===== config.mk =====
export PLATFORM = sky130hd
export DESIGN_NAME = sha256_compress
export DESIGN_NICKNAME = d
export VERILOG_FILES = /design/src/rtl/sha256_compress.sv
export SDC_FILE = /design/constraint.sdc
export NUM_CORES = 2
export LEC_CHECK = 0
export ABC_AREA = 1
export CAP_MARGIN = 10
export CORE_ASPECT_RATIO = 2
export CORE_MARGIN = 1.5
export CORE_UTILIZATION = 40
export DETAILED_ROUTE_END_ITERATION = 7
export PLACE_DENSITY_LB_ADDON = 0.05
export SETUP_SLACK_MARGIN = 0.05
export SYNTH_ARGS = -nofsm -noshare
export SYNTH_HDL_FRONTEND = slang
export SYNTH_SLANG_ARGS = --single-unit
export TNS_END_PERCENT = 1

===== constraint.sdc =====
create_clock -name clk -period 6.4 [get_ports clk]
set_clock_uncertainty 0.15 [all_clocks]
set_input_delay 1.28 -clock clk [delete_from_list [all_inputs] [get_ports clk]]
set_output_delay 1.28 -clock clk [all_outputs]
set_load 0.02 [all_outputs]

===== src/rtl/sha256_compress.sv =====
// SHA-256 single-block compression engine.
// Accepts a chaining value and one padded 512-bit block, runs one round per
// clock, then adds the working registers back into the saved chaining value.
module sha256_compress (
  input  logic         clk,
  input  logic         rst_n,
  input  logic [255:0] H_in,
  input  logic [511:0] M_in,
  input  logic         input_valid,
  output logic [255:0] H_out,
  output logic         output_valid
);

  localparam logic [1:0] IDLE = 2'd0;
  localparam logic [1:0] RUN  = 2'd1;
  localparam logic [1:0] DONE = 2'd2;

  localparam logic [31:0] K [0:63] = '{
    32'h428a2f98, 32'h71374491, 32'hb5c0fbcf, 32'he9b5dba5, 32'h3956c25b, 32'h59f111f1, 32'h923f82a4, 32'hab1c5ed5,
    32'hd807aa98, 32'h12835b01, 32'h243185be, 32'h550c7dc3, 32'h72be5d74, 32'h80deb1fe, 32'h9bdc06a7, 32'hc19bf174,
    32'he49b69c1, 32'hefbe4786, 32'h0fc19dc6, 32'h240ca1cc, 32'h2de92c6f, 32'h4a7484aa, 32'h5cb0a9dc, 32'h76f988da,
    32'h983e5152, 32'ha831c66d, 32'hb00327c8, 32'hbf597fc7, 32'hc6e00bf3, 32'hd5a79147, 32'h06ca6351, 32'h14292967,
    32'h27b70a85, 32'h2e1b2138, 32'h4d2c6dfc, 32'h53380d13, 32'h650a7354, 32'h766a0abb, 32'h81c2c92e, 32'h92722c85,
    32'ha2bfe8a1, 32'ha81a664b, 32'hc24b8b70, 32'hc76c51a3, 32'hd192e819, 32'hd6990624, 32'hf40e3585, 32'h106aa070,
    32'h19a4c116, 32'h1e376c08, 32'h2748774c, 32'h34b0bcb5, 32'h391c0cb3, 32'h4ed8aa4a, 32'h5b9cca4f, 32'h682e6ff3,
    32'h748f82ee, 32'h78a5636f, 32'h84c87814, 32'h8cc70208, 32'h90befffa, 32'ha4506ceb, 32'hbef9a3f7, 32'hc67178f2
  };

  function automatic logic [31:0] big_sigma0(input logic [31:0] x);
    return {x[1:0], x[31:2]} ^ {x[12:0], x[31:13]} ^ {x[21:0], x[31:22]};
  endfunction

  function automatic logic [31:0] big_sigma1(input logic [31:0] x);
    return {x[5:0], x[31:6]} ^ {x[10:0], x[31:11]} ^ {x[24:0], x[31:25]};
  endfunction

  function automatic logic [31:0] small_sigma0(input logic [31:0] x);
    return {x[6:0], x[31:7]} ^ {x[17:0], x[31:18]} ^ {3'b000, x[31:3]};
  endfunction

  function automatic logic [31:0] small_sigma1(input logic [31:0] x);
    return {x[16:0], x[31:17]} ^ {x[18:0], x[31:19]} ^ {10'b0, x[31:10]};
  endfunction

  logic [1:0]   state;
  // t runs 0..63 for the rounds; the extra value 64 is the finalize step
  logic [6:0]   t;
  logic [255:0] h_saved;
  logic [31:0]  a, b, c, d, e, f, g, h;
  // w[0] always holds W[t]; w[k] holds W[t+k]
  logic [31:0]  w [0:15];
  logic [31:0]  t1, t2, w_next;

  // Round function and next schedule word for the current window position
  always_comb begin
    t1     = h + big_sigma1(e) + ((e & f) ^ (~e & g)) + K[t[5:0]] + w[0];
    t2     = big_sigma0(a) + ((a & b) ^ (a & c) ^ (b & c));
    w_next = small_sigma1(w[14]) + w[9] + small_sigma0(w[1]) + w[0];
  end

  // Control FSM, working registers, message window and result register
  always_ff @(posedge clk or negedge rst_n) begin
    if (!rst_n) begin
      state        <= IDLE;
      t            <= '0;
      h_saved      <= '0;
      {a, b, c, d} <= '0;
      {e, f, g, h} <= '0;
      for (int i = 0; i < 16; i++) w[i] <= '0;
      H_out        <= '0;
      output_valid <= 1'b0;
    end else begin
      case (state)
        IDLE: begin
          if (input_valid) begin
            h_saved <= H_in;
            a <= H_in[255:224];
            b <= H_in[223:192];
            c <= H_in[191:160];
            d <= H_in[159:128];
            e <= H_in[127:96];
            f <= H_in[95:64];
            g <= H_in[63:32];
            h <= H_in[31:0];
            for (int i = 0; i < 16; i++) w[i] <= M_in[511-32*i -: 32];
            t     <= '0;
            state <= RUN;
          end
        end
        RUN: begin
          if (t == 7'd64) begin
            H_out <= {h_saved[255:224] + a, h_saved[223:192] + b,
                      h_saved[191:160] + c, h_saved[159:128] + d,
                      h_saved[127:96]  + e, h_saved[95:64]   + f,
                      h_saved[63:32]   + g, h_saved[31:0]    + h};
            output_valid <= 1'b1;
            state        <= DONE;
          end else begin
            h <= g;
            g <= f;
            f <= e;
            e <= d + t1;
            d <= c;
            c <= b;
            b <= a;
            a <= t1 + t2;
            for (int i = 0; i < 15; i++) w[i] <= w[i+1];
            w[15] <= w_next;
            t     <= t + 7'd1;
          end
        end
        DONE: begin
          if (!input_valid) begin
            output_valid <= 1'b0;
            state        <= IDLE;
          end
        end
        default: state <= IDLE;
      endcase
    end
  end

endmodule


==> metrics list <==
- Counting every sink on the clock net gives 1290.
- In this run, synthesis inferred 0 flip-flops with an integrated enable.
- Post-detailed-route count of antenna-violating nets: 0
- The tightest min-delay check is of the in2async type.
- The worst setup path is launched from a register.
* Commonest cells after routing, fill and taps aside: 2867 x nand2_1, 1567 x inv_1, 1285 x dfrtp_1
* Non-Filler Instances: 15.76k
* Final WS setup: -0.4053 ns
- Final HPWL from detailed placement: 367.4 mm
* Clock transition at the registers of the reported paths: 0.08 ns
- Vias in the first global route: 88.42k
- Final core area utilization: 52.08%
- In the final design database the tool counted 14.20k nets.
- Counting flops with an async set or reset pin after synthesis yields a share of 100.0%.
* Violated checks: setup timing
* Share of final-layout standard cells stronger than drive strength 1: 11.33%
- Number of cells after detailed placement: 15.46k
- DR iter-0 viols: 6475
- Global routing used 40.66% of the available tracks across all layers.
- CTS Root Cell: clkbuf_16
* Count of distinct cell types in the synthesized netlist: 58
- The largest single stage delay on the critical path is 0.59 ns.
- Kind of critical path: reg2reg
- Horizontal extent of the die: 331.0 µm
- TritonCTS built the clock tree.
- During placement, the flow inserted port buffers numbering 1027.
- Starting density of the core: 40.26%
* Slew headroom: 6.437%
- At the worst endpoint, the arrival time is 7.42 ns.
- The congestion estimate from routability-driven global placement came to 1.083.
- Counting cells, the worst reg-to-reg path comes to 36.
- # IOs: 1028
* Nature of the critical path endpoint: register
- After detailed placement, the total cell area comes to 104800 µm².
* Cell area after synthesis: 86070 µm²
- Endpoints failing setup: 33
- Along the worst path, the maximum fanout reaches 6.
- Setup repair after global routing could not meet its margin everywhere.
* Clock latency on the worst-skew pair: 0.86 ns
* Number of max-cap violations: 0
* Fraction of synthesized cell area taken by the top area cell type: 37.50%
* Initial DRT Pass Iterations: 6
- The floorplan step defined a core boundary enclosing 213800 µm².
* Reg area: 32290 µm²
- The number of nets handed over by synthesis was 12.67k.
- After detailed routing, the average wire length per cell comes to 28.66 µm.
* Y dimension of the die: 659.0 µm
* Wire length of the first global-routing pass: 626.8 mm
- Detailed routing inserted a total of 87.21k vias.
- Maximum number of pins on one net before global-route repair: 224
- Row generation in the floorplan step produced 240 rows.
- Fill cells in the final layout number 20.92k.
* Final period util: 106.3%
* Top flip-flop cell by instance count after synthesis: dfrtp_1
* Clock period minus final worst setup slack: 6.805 ns
* Cts bufs inserted: 139
- Actual slew at the worst max-slew pin: 1.399 ns
* Most common cell after layout, fill and taps aside: nand2_1
* Avg Inst Size Synth: 7.608 µm²
- Register area share after synthesis: 37.50%
* Achievable clock frequency: 146.9 MHz
- Summing all multi-input logic gate instances after layout gives 47080 µm².
* Library cell occupying the most area in the post-synthesis netlist: dfrtp_1
- Buffer and inverter count on the worst path: 10
- Total of flip-flops plus latches after synthesis: 1290
* Endpoint of the worst-slack reg-to-reg timing path: a[26]$_DFFE_PN0P_
* Antenna violations before repair: 64
- The count of final max-slew check failures is 0.
- Cells after Synth: 11.31k
- Number of hold violations in the final report: 0
- Total of hold buffers inserted after clock tree synthesis: 0
- The run finished, with violations left.
* Die area: 218100 µm²
- Area growth, synth to finish: 29.36%
* Worst R2R Setup Slack: -0.41 ns
- Total overflow reported by the global router: 0
* Slowest cell on the critical path: a22oi_2
- Avg Vias per Cell: 5.536
- Yosys warnings: 0
- In the post-synthesis netlist, the biggest area contributors are dfrtp_1 38%, nand2_1 13%, inv_1 6.9%.
- The worst register-to-register path begins at t[1]$_DFFE_PN0P_.
* DRC violation count after routing: 0
- The longest clock path from root to sink contains 4 buffers.
* Number of H-tree levels: 4
- Among cell families on the critical path, the largest total delay comes from adder cells.
* Final cell area excluding filler cells: 111300 µm²
- STA puts the critical path data required time at 7.02 ns.
* Wire length after detailed routing: 451.6 mm
## cell type report
class,count,area share [%]
Multi-Input combinational cell,7897,42.28
Sequential cell,1290,29.00
Timing Repair Buffer,1924,15.87
Inverter,1593,5.404
Clock buffer,185,3.597
Tap cell,2783,3.127
Clock inverter,53,0.6540
Antenna cell,30,0.06743
## cells in the mapped netlist (21+ instances only)
| cell type | n |
|---|---|
| nand2_1 | 2893 |
| inv_1 | 1584 |
| dfrtp_1 | 1290 |
| o21ai_0 | 1095 |
| nor2_1 | 601 |
| o211ai_1 | 584 |
| a21oi_1 | 580 |
| ha_1 | 393 |
| clkbuf_1 | 355 |
| nand3_1 | 278 |
| xor2_1 | 226 |
| a31oi_1 | 202 |
| xnor2_1 | 196 |
| fa_1 | 195 |
| buf_2 | 142 |
| o21bai_1 | 84 |
| nor3_1 | 78 |
| or2_2 | 61 |
| a21o_1 | 55 |
| a22oi_1 | 54 |
| o21ai_1 | 51 |
| a221oi_1 | 47 |
| nand4_1 | 47 |
| buf_1 | 28 |
| o21a_1 | 24 |
| nor4_1 | 22 |
| a21boi_0 | 21 |
## worst max-delay path by stage
stage	from	to	slack, ns	cells after the start
floorplan	e[26]$_DFFE_PN0P_	a[18]$_DFFE_PN0P_	0.24	31
global placement	t[1]$_DFFE_PN0P_	a[18]$_DFFE_PN0P_	-1.28	35
detailed placement	t[1]$_DFFE_PN0P_	a[18]$_DFFE_PN0P_	-1.23	35
CTS	e[12]$_DFFE_PN0P_	a[30]$_DFFE_PN0P_	-0.28	33
global route	t[0]$_DFFE_PN0P_	a[26]$_DFFE_PN0P_	-0.77	37
finish	t[1]$_DFFE_PN0P_	a[26]$_DFFE_PN0P_	-0.41	36
## metrics by stage
stage / hold WS (ns) / setup slack (ns) / TNS [ns]
floorplan: 0.2959 / 0.2425 / 0
global placement: 0.3088 / -1.280 / -33.34
detailed placement: 0.3112 / -1.227 / -31.35
CTS: 0.2694 / -0.2800 / -5.204
global route: 0.2487 / -0.7651 / -16.32
finish: 0.2159 / -0.4053 / -7.265
## per-layer routing
metal  global-route usage (%)  up-vias  part of all wire, %
li1                         -    40150                    -
met1                    38.56    41770                   32
met5                        0        -                0.066
met3                    8.615     1475                  6.5
met2                    69.81     3774                   49
met4                    42.70       48                   13
## sequential cells by signal, summed over array words and instances, names as in the netlist
name / flops
output_valid: 1
h: 32
w: 512
state: 2
a: 32
b: 32
f: 32
d: 32
e: 32
t: 7
g: 32
H_out: 256
h_saved: 256
c: 32
## cell families (layout without fill, tap and decap cells)
kind of cell    count (synthesis)  in the layout  share of synthesized area, %
simple gates                 4016           4016                         18.58
compound gates               2871           2871                         19.85
buf+inv                      2126           3755                         9.522
flops                        1290           1290                         37.50
fa+ha+maj                     588            588                         10.25
xor+xnor                      422            422                         4.294
other cells                     0             30                             0
## repair_timing
item / in CTS / in global routing
endpoints found under the setup margin: 51 / 50
gates resized for setup: 210 / 147
buffers inserted: 10 / 11
pin swaps: 50 / 63
Power is not shown: default switching activity piles up to over one toggle a cycle in this logic, so the estimate is an artifact.
